--- config.mk ---
export PLATFORM = sky130hd
export DESIGN_NAME = mesh_result_reader_flat
export DESIGN_NICKNAME = d
export VERILOG_FILES = /design/src/rtl/mesh_pkg.sv /design/src/rtl/mesh_result_reader_if.sv /design/src/rtl/mesh_row_select.sv /design/src/rtl/mesh_result_reader.sv /design/src/flat_wrapper.sv
export SDC_FILE = /design/constraint.sdc
export NUM_CORES = 1
export LEC_CHECK = 0
export CORE_MARGIN = 1.5
export CORE_UTILIZATION = 50
export CTS_BUF_LIST = sky130_fd_sc_hd__clkbuf_16
export DETAILED_ROUTE_END_ITERATION = 8
export DONT_BUFFER_PORTS = 1
export PLACE_DENSITY = 0.67
export SLEW_MARGIN = 25
export SYNTH_ARGS = -nofsm -noshare
export SYNTH_HDL_FRONTEND = slang
export SYNTH_SLANG_ARGS = --single-unit
--- constraint.sdc ---
create_clock -name clk -period 5.3 [get_ports clk]
set_input_delay 0.795 -clock clk [delete_from_list [all_inputs] [get_ports clk]]
set_output_delay 0.795 -clock clk [all_outputs]
set_load 0.02 [all_outputs]
--- src/rtl/mesh_pkg.sv ---
// Shared constants and FSM encoding for the mesh result reader.
package mesh_pkg;

  localparam int MESH_ROWS  = 18;
  localparam int MESH_COLS  = 26;
  localparam int MESH_NODES = MESH_ROWS * MESH_COLS;
  localparam int ROW_IDX_W  = 5;

  typedef enum logic [1:0] {
    ST_IDLE   = 2'd0,
    ST_WAIT   = 2'd1,
    ST_STREAM = 2'd2,
    ST_DONE   = 2'd3
  } state_e;

endpackage

--- src/rtl/mesh_result_reader_if.sv ---
// Row stream handshake between the reader (master) and its consumer (slave).
interface mesh_result_reader_if #(
  parameter int COLS  = mesh_pkg::MESH_COLS,
  parameter int IDX_W = mesh_pkg::ROW_IDX_W
);
  logic [COLS-1:0]  row_data;
  logic [IDX_W-1:0] row_idx;
  logic             row_valid;
  logic             row_ready;
  logic             row_last;

  modport master (output row_data, output row_idx, output row_valid, output row_last,
                  input row_ready);
  modport slave  (input row_data, input row_idx, input row_valid, input row_last,
                  output row_ready);
endinterface

--- src/rtl/mesh_row_select.sv ---
// Picks one row word out of the flattened mesh vector; node j sits at bit NODES-1-j.
module mesh_row_select
  import mesh_pkg::*;
#(
  parameter int ROWS  = MESH_ROWS,
  parameter int COLS  = MESH_COLS,
  parameter int IDX_W = ROW_IDX_W
) (
  input  logic [ROWS*COLS-1:0] shadow,
  input  logic [IDX_W-1:0]     row_idx,
  output logic [COLS-1:0]      row_word
);

  localparam int NODES = ROWS * COLS;

  logic [ROWS-1:0][COLS-1:0] rows_w;

  genvar gi, gt;
  generate
    for (gi = 0; gi < ROWS; gi++) begin : g_row
      for (gt = 0; gt < COLS; gt++) begin : g_col
        assign rows_w[gi][gt] = shadow[NODES-1-(COLS*gi+gt)];
      end
    end
  endgenerate

  always_comb begin
    row_word = '0;
    for (int r = 0; r < ROWS; r++) begin
      if (row_idx == IDX_W'(r)) row_word = rows_w[r];
    end
  end

endmodule

--- src/rtl/mesh_result_reader.sv ---
// Captures the mesh result LATENCY cycles after the scan strobe and streams it
// out one row per handshake.
module mesh_result_reader
  import mesh_pkg::*;
#(
  parameter int LATENCY = 4,
  parameter int ROWS    = MESH_ROWS,
  parameter int COLS    = MESH_COLS
) (
  input  logic                 clk,
  input  logic                 rst_n,
  input  logic                 high,
  input  logic [ROWS*COLS-1:0] mesh_out,
  mesh_result_reader_if.master rd,
  output logic                 busy,
  output logic                 done,
  output logic                 overrun
);

  localparam int IDX_W = (ROWS > 1) ? $clog2(ROWS) : 1;
  localparam int CNT_W = (LATENCY > 1) ? $clog2(LATENCY) : 1;

  state_e                state_q, state_d;
  logic [CNT_W-1:0]      cnt_q, cnt_d;
  logic [IDX_W-1:0]      idx_q, idx_d;
  logic [ROWS*COLS-1:0]  shadow_q, shadow_d;
  logic                  overrun_q, overrun_d;
  logic [COLS-1:0]       sel_word;
  logic                  row_valid;
  logic                  at_last;

  always_ff @(posedge clk or negedge rst_n) begin
    if (!rst_n) begin
      state_q   <= ST_IDLE;
      cnt_q     <= '0;
      idx_q     <= '0;
      shadow_q  <= '0;
      overrun_q <= 1'b0;
    end else begin
      state_q   <= state_d;
      cnt_q     <= cnt_d;
      idx_q     <= idx_d;
      shadow_q  <= shadow_d;
      overrun_q <= overrun_d;
    end
  end

  assign row_valid = (state_q == ST_STREAM);
  assign at_last   = (idx_q == IDX_W'(ROWS-1));

  always_comb begin
    state_d   = state_q;
    cnt_d     = cnt_q;
    idx_d     = idx_q;
    shadow_d  = shadow_q;
    // Any strobe seen outside IDLE is dropped and flagged, never restarts.
    overrun_d = high && (state_q != ST_IDLE);
    case (state_q)
      ST_IDLE: begin
        if (high) begin
          state_d = ST_WAIT;
          cnt_d   = '0;
        end
      end
      ST_WAIT: begin
        cnt_d = cnt_q + 1'b1;
        if (cnt_q == CNT_W'(LATENCY-1)) begin
          state_d  = ST_STREAM;
          cnt_d    = '0;
          shadow_d = mesh_out;
          idx_d    = '0;
        end
      end
      ST_STREAM: begin
        if (rd.row_ready) begin
          if (at_last) state_d = ST_DONE;
          else         idx_d   = idx_q + 1'b1;
        end
      end
      ST_DONE: begin
        state_d = ST_IDLE;
      end
      default: begin
        state_d = ST_IDLE;
      end
    endcase
  end

  mesh_row_select #(
    .ROWS  (ROWS),
    .COLS  (COLS),
    .IDX_W (IDX_W)
  ) u_row_select (
    .shadow   (shadow_q),
    .row_idx  (idx_q),
    .row_word (sel_word)
  );

  assign rd.row_valid = row_valid;
  assign rd.row_idx   = idx_q;
  assign rd.row_data  = row_valid ? sel_word : '0;
  assign rd.row_last  = row_valid && at_last;
  assign busy         = (state_q != ST_IDLE);
  assign done         = (state_q == ST_DONE);
  assign overrun      = overrun_q;

endmodule

--- src/flat_wrapper.sv ---
// flat-port wrapper written by rule: the top's interface ports become plain ports
module mesh_result_reader_flat import mesh_pkg::*;
#(
  parameter int LATENCY = 4,
  parameter int ROWS    = MESH_ROWS,
  parameter int COLS    = MESH_COLS
)
  (clk, rst_n, high, mesh_out, busy, done, overrun, rd_row_data, rd_row_idx, rd_row_valid, rd_row_last, rd_row_ready);
  mesh_result_reader_if #(.COLS(COLS), .IDX_W(5)) rd_i ();
  input  logic clk;
  input  logic rst_n;
  input  logic high;
  input  logic [ROWS*COLS-1:0] mesh_out;
  output logic busy;
  output logic done;
  output logic overrun;
  output wire logic [$bits(rd_i.row_data)-1:0] rd_row_data;
  output wire logic [$bits(rd_i.row_idx)-1:0] rd_row_idx;
  output wire logic [$bits(rd_i.row_valid)-1:0] rd_row_valid;
  output wire logic [$bits(rd_i.row_last)-1:0] rd_row_last;
  input wire logic [$bits(rd_i.row_ready)-1:0] rd_row_ready;
  assign rd_row_data = rd_i.row_data;
  assign rd_row_idx = rd_i.row_idx;
  assign rd_row_valid = rd_i.row_valid;
  assign rd_row_last = rd_i.row_last;
  assign rd_i.row_ready = rd_row_ready;
  mesh_result_reader #(.LATENCY(LATENCY), .ROWS(ROWS), .COLS(COLS)) u_core (.clk(clk), .rst_n(rst_n), .high(high), .mesh_out(mesh_out), .rd(rd_i), .busy(busy), .done(done), .overrun(overrun));
endmodule
Word-level counts from Yosys, hierarchy flattened
Index checks and enable logic that the tools add are counted.
- bits in registers: 478
- input bits: 472
- output and inout bits: 36
- word-level logic and storage cells: 75
- add/sub/neg operators: 2
- equal/unequal tests: 26
- mux-type cells: 31
- reductions and logical operators: 11
- operator list (kind ; count):
    26-bit two-way mux ; 19
    5-bit by 4-bit == test with 1-bit output (second input constant) ; 8
    5-bit by 3-bit == test with 1-bit output (second input constant) ; 4
    5-bit two-way mux ; 3
    2-bit two-way mux ; 6
    5-bit by 2-bit == test with 1-bit output (second input constant) ; 2
    5-bit == test (second input constant) ; 2
    5-bit one-hot mux with 2 select lines ; 1
    2-bit inequality test (second input constant) ; 4
    2-bit one-hot mux with 4 select lines ; 1
    4-bit AND reduction ; 2
    2-bit == test (second input constant) ; 3
    2-bit nonzero test ; 3
    5-bit by 1-bit adder with 5-bit output (second input constant) ; 1
    5-bit by 1-bit == test with 1-bit output (second input constant) ; 1
    5-bit zero test ; 1
    2-bit one-hot mux with 2 select lines ; 1
    2-bit AND reduction ; 2
    2-bit by 1-bit adder with 2-bit output (second input constant) ; 1
    2-bit by 1-bit == test with 1-bit output (second input constant) ; 1
    1-bit logical AND ; 2
    2-bit zero test ; 1
    2-bit by 1-bit inequality test with 1-bit output (second input constant) ; 1

Longest topological paths before layout
Gate-level depths: netlist (run 1).
- depth in word-level cells: 20
- gate-level depth with buffers: 14
- depth with buffers taken out: 9

By module
A second synthesis (run 1) with hierarchy kept.
- cell total of the unflattened synthesis: 1772
- area, all modules: 22640.5 µm²
- by module, submodules not included (module ; times used ; cells each ; area an instance (µm²)):
    mesh_result_reader ; 1 ; 1074 ; 18291.3
    mesh_row_select ; 1 ; 698 ; 4349.2

Worst setup path after synthesis (run 1)
Ideal clock, no wire load.
- path type: reg2out
- from: register u_core.idx_q[0], in the netlist u_core.rd.row_idx[0]
- to: output rd_row_data[6]
- arrival: 3.173 ns
- data required time: 4.505 ns
- setup slack: 1.332 ns
- stages on the path, launching flop included: 13
- buffers on the path: 6
- path through: dfrtp_1 > ha_1 > clkbuf_1 > buf_2 > clkbuf_1 > clkbuf_1 > and3_1 > ha_1 > inv_1 > clkbuf_1 > clkbuf_1 > o221ai_1 > o31ai_1
- word-level cells in the longest chain between the ends: 20
- elaborated cells between the ends (all ways): 37
- ends and longest elaborated chain (element ; RTL line ; source):
    from (decl) ; mesh_result_reader.sv:25 ; logic [IDX_W-1:0] idx_q, idx_d;
    from (signal assigned) ; mesh_result_reader.sv:42 ; idx_q <= idx_d;
    5-bit zero test ; mesh_row_select.sv:30 ; if (row_idx == IDX_W'(r)) row_word = rows_w[r];
    26-bit two-way mux (17 in a row) ; mesh_row_select.sv:30 ;
    26-bit two-way mux * ; mesh_row_select.sv:30 ;
    26-bit two-way mux * ; mesh_result_reader.sv:101 ; assign rd.row_data = row_valid ? sel_word : '0;
    to (decl) ; flat_wrapper.sv:17 ; output wire logic [$bits(rd_i.row_data)-1:0] rd_row_data;
Mark *: on every way between the ends. The rest lies on a longest branch, timed or not.

Worst setup path in the final report (run 1)
- from: register u_core.idx_q[1], in the netlist u_core.rd.row_idx[1]
- to: output rd_row_data[21]
Same word-level chain as after synthesis.

==> run_results.csv, run 1 <==
group,metric,value,unit
route,routedWlPerCell,32.6,um
setup_path,path_cells,"inv_1 > ha_2 > or4b_4 > o32ai_1 > a222oi_1 > a211oi_1 > o21ai_0 > a21oi_1 > buf_4",
run,cap_violations,0,
floorplanning,start_util,0.506,
cts,clock_sinks,478,
route,viasPerCell,6.57,
place,io_buffers,0,
floorplanning,row_count,78,
logic_synthesis,synth-edff-count,0,
logic_synthesis,async_reset_ff_frac,1.00,
timing,whs,-0.0940,ns
cells_and_area,fin_util,0.561,
cts,ctsRootBufferMaster,"clkbuf_16",
logic_synthesis,synth_top_area_frac,0.521,
place,place.gp.congestion,0.973,
pwr,p_leak,0.0104,uW
setup_path,r2r_start,"u_core.rd.row_idx[1]",
place,dp_hpwl,62700,um
setup_path,reg2reg_slack,1.76,ns
logic_synthesis,syn_area_per_cell,12.0,um^2
floorplanning,die_height,217,um
route,drtIter0Drc,2015,
timing,finalSetupViolCount,0,
pwr,power_density,689,mW/mm^2
run_status,violations,"negative hold slack, max-slew violations",
route,first_pass_iters,6,
setup_path,crit_buf_inv,2,
logic_synthesis,yosys_most_used_dff,"dfrtp_1",
timing,tightest_slew,1.86,ns
floorplanning,dieArea,0.0472,mm^2
run_status,status,"finished, violations left",
route,remaining_drc_errors,0,
cells_and_area,drive_gt1_frac,0.341,
logic_synthesis,synth_fa_ha_area_frac,0.00545,
logic_synthesis,synthesis.nets,2397,
timing,slew_violations,182,
logic_synthesis,synth_top_family_by_area,"multiplexers",
floorplanning,pin_count,508,
timing,hold_violations,35,
pwr,ir_drop,0.000463,V
setup_path,cp.required,4.51,ns
grt,grt_max_degree,479,
logic_synthesis,synth_xor_area_frac,0.00114,
route,drtAntennaViolNets,0,
grt,grt_pass1_wl,118000,um
logic_synthesis,synth.most_common_cell,"dfrtp_1",
setup_path,cp.depth,9,
logic_synthesis,ys_seq_area_frac,0.521,
cells_and_area,fin_nets,2365,
cts,cts.path.max_buffers,3,
logic_synthesis,yosysTopAreaCell,"dfrtp_1",
logic_synthesis,netlist_instances,1915,
worst_hold_path,hold_class,"in -> async",
setup_path,slowest_delay,0.63,ns
logic_synthesis,yosys-top-cells-area,"dfrtp_1 52%, mux2_2 23%, a21oi_1 2.1%",
setup_path,crit_slowest_cell,"o32ai_1",
setup_path,cp_max_fo,12,
logic_synthesis,synthesis.area,0.0230,mm^2
cells_and_area,n_fill_cell,3859,
cts,htreeDepth,2,
setup_path,critPathKind,"reg -> out",
setup_path,cp-endpoint,"rd_row_data[21]",
grt,grt_overflow_total,0,
grt,track_usage,0.347,
timing,finalCritPeriodShare,0.982,
grt,grt_pass1_vias,16484,
logic_synthesis,ys_types,81,
logic_synthesis,yosys_warnings,0,
logic_synthesis,synth_compound_area_frac,0.136,
logic_synthesis,synthTopCellsByCount,"478 x dfrtp_1, 468 x mux2_2, 116 x clkbuf_1",
setup_path,cp_top_family,"compound AO/OA/AOI/OAI gates",
floorplanning,die_w,217,um
cts,cts_buffers,52,
timing,setup_tns,0,ns
logic_synthesis,synth-seq-cells,478,
cells_and_area,syn2layout_area_growth,10.9,%
route,routed_wl,83500,um
logic_synthesis,synth.area.mux_share,0.230,
timing,skew,0.0231,ns
timing,max_freq,192,MHz
floorplanning,core,0.0454,mm^2
timing,rsz0062_at_grt,"no",
setup_path,r2r_end,"u_core.rd.row_idx[3]",
setup_path,startpoint,"u_core.rd.row_idx[1]",
setup_path,reg2regPathDepth,10,
timing,min_period,5.20,ns
cts,cts_tree,"done",
pwr,p_total,17500,uW
timing,maxSlewHeadroom,-0.240,
logic_synthesis,synth-simple-area-share,0.0730,
cts,clkLatencyLatePin,0.61,ns
route,route.vias.total,16800,
setup_path,worstPathArrival,4.41,ns
grt,antenna_found_initial,56,
cts,clk_pin_slew_worst_paths,0.06,ns
setup_path,startpoint_type,"flip-flop",
setup_path,crit_path_end_kind,"output port",
## cell type report
| type | instances | area, um^2 | area share |
|---|---|---|---|
| Timing Repair Buffer | 68 | 558 | 0.0219 |
| Sequential cell | 478 | 12000 | 0.470 |
| Inverter | 31 | 116 | 0.00457 |
| Antenna cell | 35 | 87.6 | 0.00344 |
| Clock inverter | 40 | 328 | 0.0129 |
| Tap cell | 600 | 751 | 0.0295 |
| Clock buffer | 53 | 1330 | 0.0521 |
| Multi-Input combinational cell | 1252 | 10300 | 0.405 |
## cell families after synthesis
logic type / after synthesis
and+or+nand+nor: 316
adders and majority gates: 10
DFF: 478
buffers and inverters: 185
AOI/OAI and AO/OA: 453
muxes: 470
xor gates and xnor gates: 3
## worst reg2reg max path: stages (launching register included)
cell and delay (ns):
dfrtp_1 0.64, inv_1 0.20, ha_4 0.29, buf_12 0.24, and4bb_2 0.41, and2_1 0.28
buf_4 0.24, a211oi_1 0.69, nand4_1 0.20, xor2_1 0.18, nor2_1 0.09
## metrics by stage
step / cells / worst slack (ns) / area [um^2]
2_1_floorplan: 1915 / 1.33 / 23000
3_5_place_dp: 2429 / 0.624 / 23700
3_3_place_gp: 2428 / 0.528 / 23700
5_1_grt: 2550 / 0.0256 / 25400
6_report: 2557 / 0.0972 / 25500
4_1_cts: 2522 / 0.0601 / 25300
## routing by layer
metal / up-vias / wire (um) / track usage
met5: - / 280 / 0
met4: 42 / 3400 / 0.152
met3: 200 / 7830 / 0.0983
met2: 837 / 37500 / 0.511
met1: 8603 / 34500 / 0.477
li1: 7118 / - / -
## power breakdown
part / switching [uW] / internal [uW] / total (uW)
sequential: 1510 / 5540 / 7050
combinational: 3880 / 3030 / 6910
clock: 1520 / 2050 / 3580
total: 6910 / 10600 / 17500
## sequential cells by signal, indices dropped and copies added (netlist names)
register / cells
u_core.cnt_q: 2
u_core.rd.row_idx: 5
u_core.shadow_q: 468
u_core.state_q: 2
u_core.overrun: 1
## cells in the final DEF, fill, tap and decap left out, drive strengths merged, types with 12 or more instances in the layout
| master | instances |
|---|---|
| dfrtp | 478 |
| mux2 | 468 |
| a21oi | 98 |
| nand2 | 92 |
| o21ai | 89 |
| nor2 | 82 |
| buf | 68 |
| clkbuf | 53 |
| diode | 35 |
| inv | 35 |
| o22ai | 34 |
| a221oi | 33 |
| clkinv | 28 |
| nand3 | 24 |
| o211ai | 24 |
| a22oi | 22 |
| nor2b | 22 |
| a211oi | 17 |
| nor3 | 16 |
| o32ai | 16 |
| o221ai | 15 |
| a21o | 13 |
| a221o | 12 |
## worst min-delay path by stage
stage                              startpoint                   end  slack (ns)
after floorplan           u_core.shadow_q[73]   u_core.shadow_q[73]        0.47
after global placement    u_core.shadow_q[56]   u_core.shadow_q[56]        0.48
after detailed placement  u_core.shadow_q[56]   u_core.shadow_q[56]        0.49
after CTS                               rst_n  u_core.shadow_q[426]       -0.13
after global routing                    rst_n  u_core.shadow_q[426]       -0.12
final                                   rst_n  u_core.shadow_q[426]       -0.09
## what timing repair did
item,in CTS,in global routing
gates resized for setup,1,2
endpoints found under the setup margin,1,2
pin swaps,0,0
buffers inserted,0,0
hold endpoints to repair,478,341
(Power assumes the default switching activity.)
==> run 2: changes to the inputs <==
--- a/config.mk
+++ b/config.mk
@@ -7,7 +7,6 @@
 export LEC_CHECK = 0
 export CORE_MARGIN = 1.5
 export CORE_UTILIZATION = 50
-export CTS_BUF_LIST = sky130_fd_sc_hd__clkbuf_16
 export DETAILED_ROUTE_END_ITERATION = 8
 export DONT_BUFFER_PORTS = 1
 export PLACE_DENSITY = 0.67
==> run 2 against run 1 <==
Effect of this change: total power increased by 1.1%; highest routed layer unchanged; via count increased by 0.85%; non-clock buffer count is the same; flip-flop and latch count unchanged; the run still ends with negative hold slack, max-slew violations left; core utilization grew 0.23 points; combinational power barely moved; cell area grew 0.40%; first-iteration DRC count is essentially flat.
==> run_results.csv, run 2 (synthesis results as in run 1) <==
group,metric,value,unit
run,cap_violations,0,
place,place.gp.congestion,0.973,
cells_and_area,top_register,"u_core.shadow_q",
route,route.vias.total,16942,
setup_path,cp_top_family,"compound AO/OA/AOI/OAI gates",
grt,grt_max_degree,479,
timing,max_freq,193,MHz
cts,cts.path.max_buffers,3,
timing,tightest_slew,1.78,ns
timing,hold_violations,58,
place,dp_hpwl,62700,um
floorplanning,die_w,217,um
grt,track_usage,0.347,
route,drtIter0Drc,2016,
timing,slew_violations,177,
cts,ctsRootBufferMaster,"clkbuf_16",
setup_path,crit_top_cell,"o21ai_0",
route,viasPerCell,6.63,
grt,grt_pass1_wl,118000,um
route,first_pass_iters,7,
setup_path,slowest_delay,0.62,ns
setup_path,crit_slowest_cell,"a21oi_1",
route,drtAntennaViolNets,0,
timing,finalSetupViolCount,0,
timing,finalCritPeriodShare,0.977,
cts,cts_setup_buffers,0,
cts,clock_sinks,478,
cells_and_area,syn2layout_area_growth,11.3,%
cells_and_area,layout.cells.non_filler,2554,
cells_and_area,final_cell_mix,"475 x dfrtp_1, 468 x mux2_2, 97 x a21oi_1",
timing,whs,-0.0951,ns
setup_path,cp_max_fo,12,
route,route.met2.wl,37600,um
route,wl_met1,34400,um
cells_and_area,largest_reg_flops,468,
floorplanning,die_height,217,um
setup_path,path_cells,"inv_1 > ha_2 > or4b_4 > o32ai_1 > o21ai_0 > a221oi_2 > o21ai_0 > a21oi_1",
grt,antenna_found_initial,55,
cts,clkLatencyLatePin,0.61,ns
pwr,p_leak,0.0105,uW
timing,setup_tns,0,ns
pwr,power_density,693,mW/mm^2
floorplanning,pin_count,508,
worst_hold_path,hold_class,"in -> async",
setup_path,startpoint_type,"flip-flop",
setup_path,crit_buf_inv,1,
floorplanning,core,0.0454,mm^2
floorplanning,start_util,0.506,
run_status,violations,"negative hold slack, max-slew violations",
run_status,status,"finished, violations left",
setup_path,crit_path_end_kind,"output port",
cells_and_area,mostFrequentLayoutCell,"dfrtp_1",
timing,min_period,5.18,ns
cts,cts_tree,"done",
cells_and_area,drive_gt1_frac,0.347,
timing,rsz0062_at_grt,"no",
floorplanning,row_count,78,
pwr,ir_drop,0.000463,V
setup_path,critPathKind,"reg -> out",
setup_path,cp.required,4.51,ns
setup_path,worstPathArrival,4.38,ns
floorplanning,dieArea,0.0472,mm^2
timing,maxSlewHeadroom,-0.186,
route,remaining_drc_errors,0,
cells_and_area,n_fill_cell,3837,
route,routed_wl,83600,um
route,met3_length,7990,um
route,routedWlPerCell,32.7,um
place,place_inst,2429,
grt,grt_overflow_total,0,
cells_and_area,fin_nets,2365,
cts,clk_pin_slew_worst_paths,0.06,ns
timing,skew,0.0219,ns
place,io_buffers,0,
cts,cts_buffers,52,
cts,htreeDepth,2,
route,highest_layer,"met5",
grt,grt_pass1_vias,16486,
## run 2: layout make-up
type                    instances  area [um^2]  share of cell area
flip-flops and latches        478        12000               0.468
multi-input cells            1252        10300               0.404
clock buffers                  69         1500              0.0586
well taps                     600          751              0.0294
repair buffers                 68          558              0.0218
clock inverters                24          268              0.0105
inverters                      31          116             0.00455
diodes                         32         80.1             0.00313
## run 2: layer usage
| metal | track usage | vias to the layer above |
|---|---|---|
| met2 | 0.514 | 897 |
| met5 | 0 | - |
| met4 | 0.145 | 44 |
| li1 | - | 7104 |
| met1 | 0.477 | 8690 |
| met3 | 0.0978 | 207 |
## run 2: final timing paths
kind / from / endpoint / slack (ns) / cells past startpoint
setup / recovery: u_core.rd.row_idx[1] / rd_row_data[10] / 0.12 / 8
max in group asynchronous: rst_n / u_core.rd.row_idx[4] / 3.88 / 0
min in group clk: mesh_out[389] / u_core.shadow_q[389] / 0.33 / 1
hold reg to reg: u_core.shadow_q[56] / u_core.shadow_q[56] / 0.50 / 1
setup reg to reg: u_core.rd.row_idx[1] / u_core.rd.row_idx[3] / 1.77 / 10
hold / removal: rst_n / u_core.shadow_q[426] / -0.1 / 0
## run 2: what timing repair did
item | in CTS | in global routing
cloned | 0 | 0
hold endpoints to repair | 478 | 373
gates resized for setup | 1 | 2
setup endpoints to repair | 1 | 2
## run 2: stage by stage
step           power (uW)  utilization  cell area (um^2)  setup slack (ns)
2_1_floorplan       10900            -             23000              1.33
3_3_place_gp        13600        0.522             23700             0.528
3_5_place_dp        13800        0.522             23700             0.624
4_1_cts             17600        0.561             25500            0.0601
5_1_grt             18400        0.563             25500            0.0197
6_report            17700        0.563             25600             0.124
## run 2: worst reg2reg max path, delay by kind of cell (launching register included)
kind / cells / cell delay, ns
xor+xnor: 1 / 0.18
simple gates: 4 / 0.99
buf+inv: 3 / 0.68
compound gates: 1 / 0.70
fa+ha+maj: 1 / 0.29
flops: 1 / 0.62
## run 2: power by group
| part | switching, uW | total [uW] | internal [uW] |
|---|---|---|---|
| clock | 1530 | 3750 | 2220 |
| sequential | 1510 | 7050 | 5540 |
| combinational | 3880 | 6910 | 3030 |
==> run 3: changes to the inputs <==
--- a/config.mk
+++ b/config.mk
@@ -13,4 +13,5 @@
 export SLEW_MARGIN = 25
 export SYNTH_ARGS = -nofsm -noshare
 export SYNTH_HDL_FRONTEND = slang
+export SYNTH_HIERARCHICAL = 1
 export SYNTH_SLANG_ARGS = --single-unit
==> run 3 against run 2 <==
Effect of this change: the flow finishes with violations (negative hold slack); first-iteration DRC count decreased by 7.7%; critical path depth decreased by 1; synthesized area decreased by 1.4%; clock skew increased by 0.0086 ns; fmax increased by 4.1%; combinational power decreased by 17%; total power decreased by 7.6%; cell area decreased by 3.9%; worst hold slack got worse by 0.0021 ns.
==> run_results.csv, run 3 <==
group,metric,value,unit
place,dp_hpwl,59700,um
logic_synthesis,yosysTopAreaCell,"dfrtp_1",
timing,finalSetupViolCount,0,
route,drtIter0Drc,1861,
cells_and_area,multi_input_area,0.00971,mm^2
floorplanning,core,0.0444,mm^2
pwr,p_sw_frac,0.371,
grt,grt_pass1_wl,114000,um
timing,maxSlewHeadroom,0.0984,
floorplanning,start_util,0.510,
run_status,status,"finished, violations left",
setup_path,worstPathArrival,4.18,ns
cts,htreeDepth,2,
logic_synthesis,synth_top_area_frac,0.528,
route,drtAntennaViolNets,0,
logic_synthesis,synth-edff-count,0,
cts,cts.path.max_buffers,3,
cts,clock_sinks,478,
cells_and_area,drive_gt1_frac,0.356,
pwr,p_int,10300,uW
pwr,power_density,667,mW/mm^2
logic_synthesis,ys_types,74,
cells_and_area,fin_nets,2215,
setup_path,cp.required,4.51,ns
logic_synthesis,yosys_warnings,6,
pwr,ir_drop,0.000375,V
setup_path,crit_path_end_kind,"output port",
logic_synthesis,syn_area_per_cell,12.8,um^2
setup_path,cp_max_fo,18,
route,route.vias.total,15748,
pwr,share_seq_of_total_power,0.420,
cells_and_area,largest_reg_flops,468,
place,place.gp.congestion,0.989,
pwr,p_leak,0.0100,uW
cells_and_area,mostFrequentLayoutCell,"mux2_2",
logic_synthesis,netlist_instances,1772,
setup_path,critPathKind,"reg -> out",
setup_path,startpoint_type,"flip-flop",
cells_and_area,final_area,0.0246,mm^2
floorplanning,die_w,216,um
pwr,p_clk_frac,0.230,
floorplanning,dieArea,0.0466,mm^2
cts,clk_pin_slew_worst_paths,0.06,ns
cells_and_area,top_register,"u_core/shadow_q",
logic_synthesis,synth.most_common_cell,"mux2_2",
timing,min_period,4.97,ns
floorplanning,pin_count,508,
floorplanning,row_count,77,
route,first_pass_iters,8,
floorplanning,die_height,216,um
timing,hold_violations,200,
route,routedWlPerCell,33.7,um
grt,grt_overflow_total,0,
cells_and_area,syn2layout_area_growth,8.51,%
cells_and_area,regArea,0.0120,mm^2
worst_hold_path,hold_class,"in -> async",
route,viasPerCell,6.58,
cts,ctsRootBufferMaster,"clkbuf_16",
cells_and_area,final_cell_mix,"479 x mux2_2, 474 x dfrtp_1, 73 x o21ai_0, 73 x a21oi_1, 69 x nand2_1",
run_status,violations,"negative hold slack",
timing,rsz0062_at_grt,"no",
logic_synthesis,async_reset_ff_frac,1.00,
logic_synthesis,yosys_most_used_dff,"dfrtp_1",
logic_synthesis,yosys-top-cells-area,"dfrtp_1 53%, mux2_2 24%, buf_6 2.6%",
grt,grt_max_degree,479,
cts,cts_tree,"done",
pwr,p_switching,6080,uW
timing,setup_tns,0,ns
timing,skew,0.0305,ns
cts,cts_buffers,51,
grt,track_usage,0.341,
route,routed_wl,80600,um
timing,tightest_slew,1.35,ns
cells_and_area,n_fill_cell,3768,
timing,max_freq,201,MHz
timing,slew_violations,0,
cts,clkLatencyLatePin,0.61,ns
logic_synthesis,synth-seq-cells,478,
logic_synthesis,synthTopCellsByCount,"479 x mux2_2, 478 x dfrtp_1, 73 x a21oi_1, 73 x o21ai_0, 69 x nand2_1",
pwr,p_comb_frac,0.350,
place,io_buffers,0,
logic_synthesis,synthesis.nets,2251,
logic_synthesis,ys_seq_area_frac,0.528,
place,place_area,0.0227,mm^2
route,remaining_drc_errors,0,
grt,grt_pass1_vias,15615,
logic_synthesis,synthesis.area,0.0226,mm^2
run,cap_violations,0,
timing,finalCritPeriodShare,0.938,
timing,whs,-0.0972,ns
grt,antenna_found_initial,43,
run 3: worst max-delay path: stages, from the launching register on:
cell,delay [ns]
dfrtp_1,0.69
nor2b_1,0.60
nand2_1,0.55
o22ai_1,0.55
o21ai_0,0.22
o21ai_0,0.53
a21oi_1,0.15
and2_1,0.26
run 3: power by group through the flow:
stage	registers (uW)	clock network, uW	logic, uW
detailed placement	6880	0	5570
global placement	6830	0	5470
global route	7060	3960	6000
finish	6870	3770	5740
CTS	6830	3810	5610
floorplan	6220	0	4080
run 3: timing repair:
item | 4_1_cts | 5_1_grt
gates resized for setup | 0 | 0
buffers inserted | 0 | 0
hold endpoints to repair | 478 | 478
run 3: worst paths after layout:
kind	startpoint	to	slack, ns	cells after the start
setup / recovery	u_core/rd.row_idx[3]	rd_row_data[0]	0.33	7
hold / removal	rst_n	u_core/shadow_q[342]	-0.1	0
setup reg to reg	u_core/rd.row_idx[1]	u_core/rd.row_idx[0]	2.58	7
hold reg to reg	u_core/shadow_q[215]	u_core/shadow_q[215]	0.50	1
max in group asynchronous	rst_n	u_core/shadow_q[439]	4.30	0
min in group clk	mesh_out[166]	u_core/shadow_q[166]	0.33	1
run 3: per-layer routing:
layer | routed length [um] | vias up | global-route usage
li1 | - | 6524 | -
met1 | 32200 | 8130 | 0.457
met2 | 36300 | 888 | 0.510
met3 | 8420 | 178 | 0.104
met4 | 3550 | 28 | 0.154
met5 | 173 | - | 0
run 3: logic make-up after synthesis:
logic type,share of synthesized area
muxes,0.248
DFF,0.528
and+or+nand+nor,0.0681
AOI/OAI and AO/OA,0.108
buffers and inverters,0.0433
adders and majority gates,0.00387
run 3: through the flow:
stage / hold slack [ns] / utilization / setup WS [ns] / cells / power (uW)
final: -0.0972 / 0.553 / 0.330 / 2394 / 16400
after global routing: -0.105 / 0.553 / 0.350 / 2385 / 17000
after CTS: -0.119 / 0.551 / 0.534 / 2364 / 16200
after detailed placement: 0.490 / 0.512 / 1.21 / 2275 / 12400
after global placement: 0.477 / 0.512 / 1.21 / 2275 / 12300
after floorplan: 0.469 / - / 2.33 / 1772 / 10300
run 3: layout make-up:
class | count | area share
multi-input combinational | 1164 | 0.395
inverter | 11 | 0.00168
clock buffer | 66 | 0.0583
tap | 592 | 0.0302
clock inverter | 23 | 0.0135
antenna | 30 | 0.00306
sequential | 478 | 0.487
timing repair buffer | 30 | 0.0107
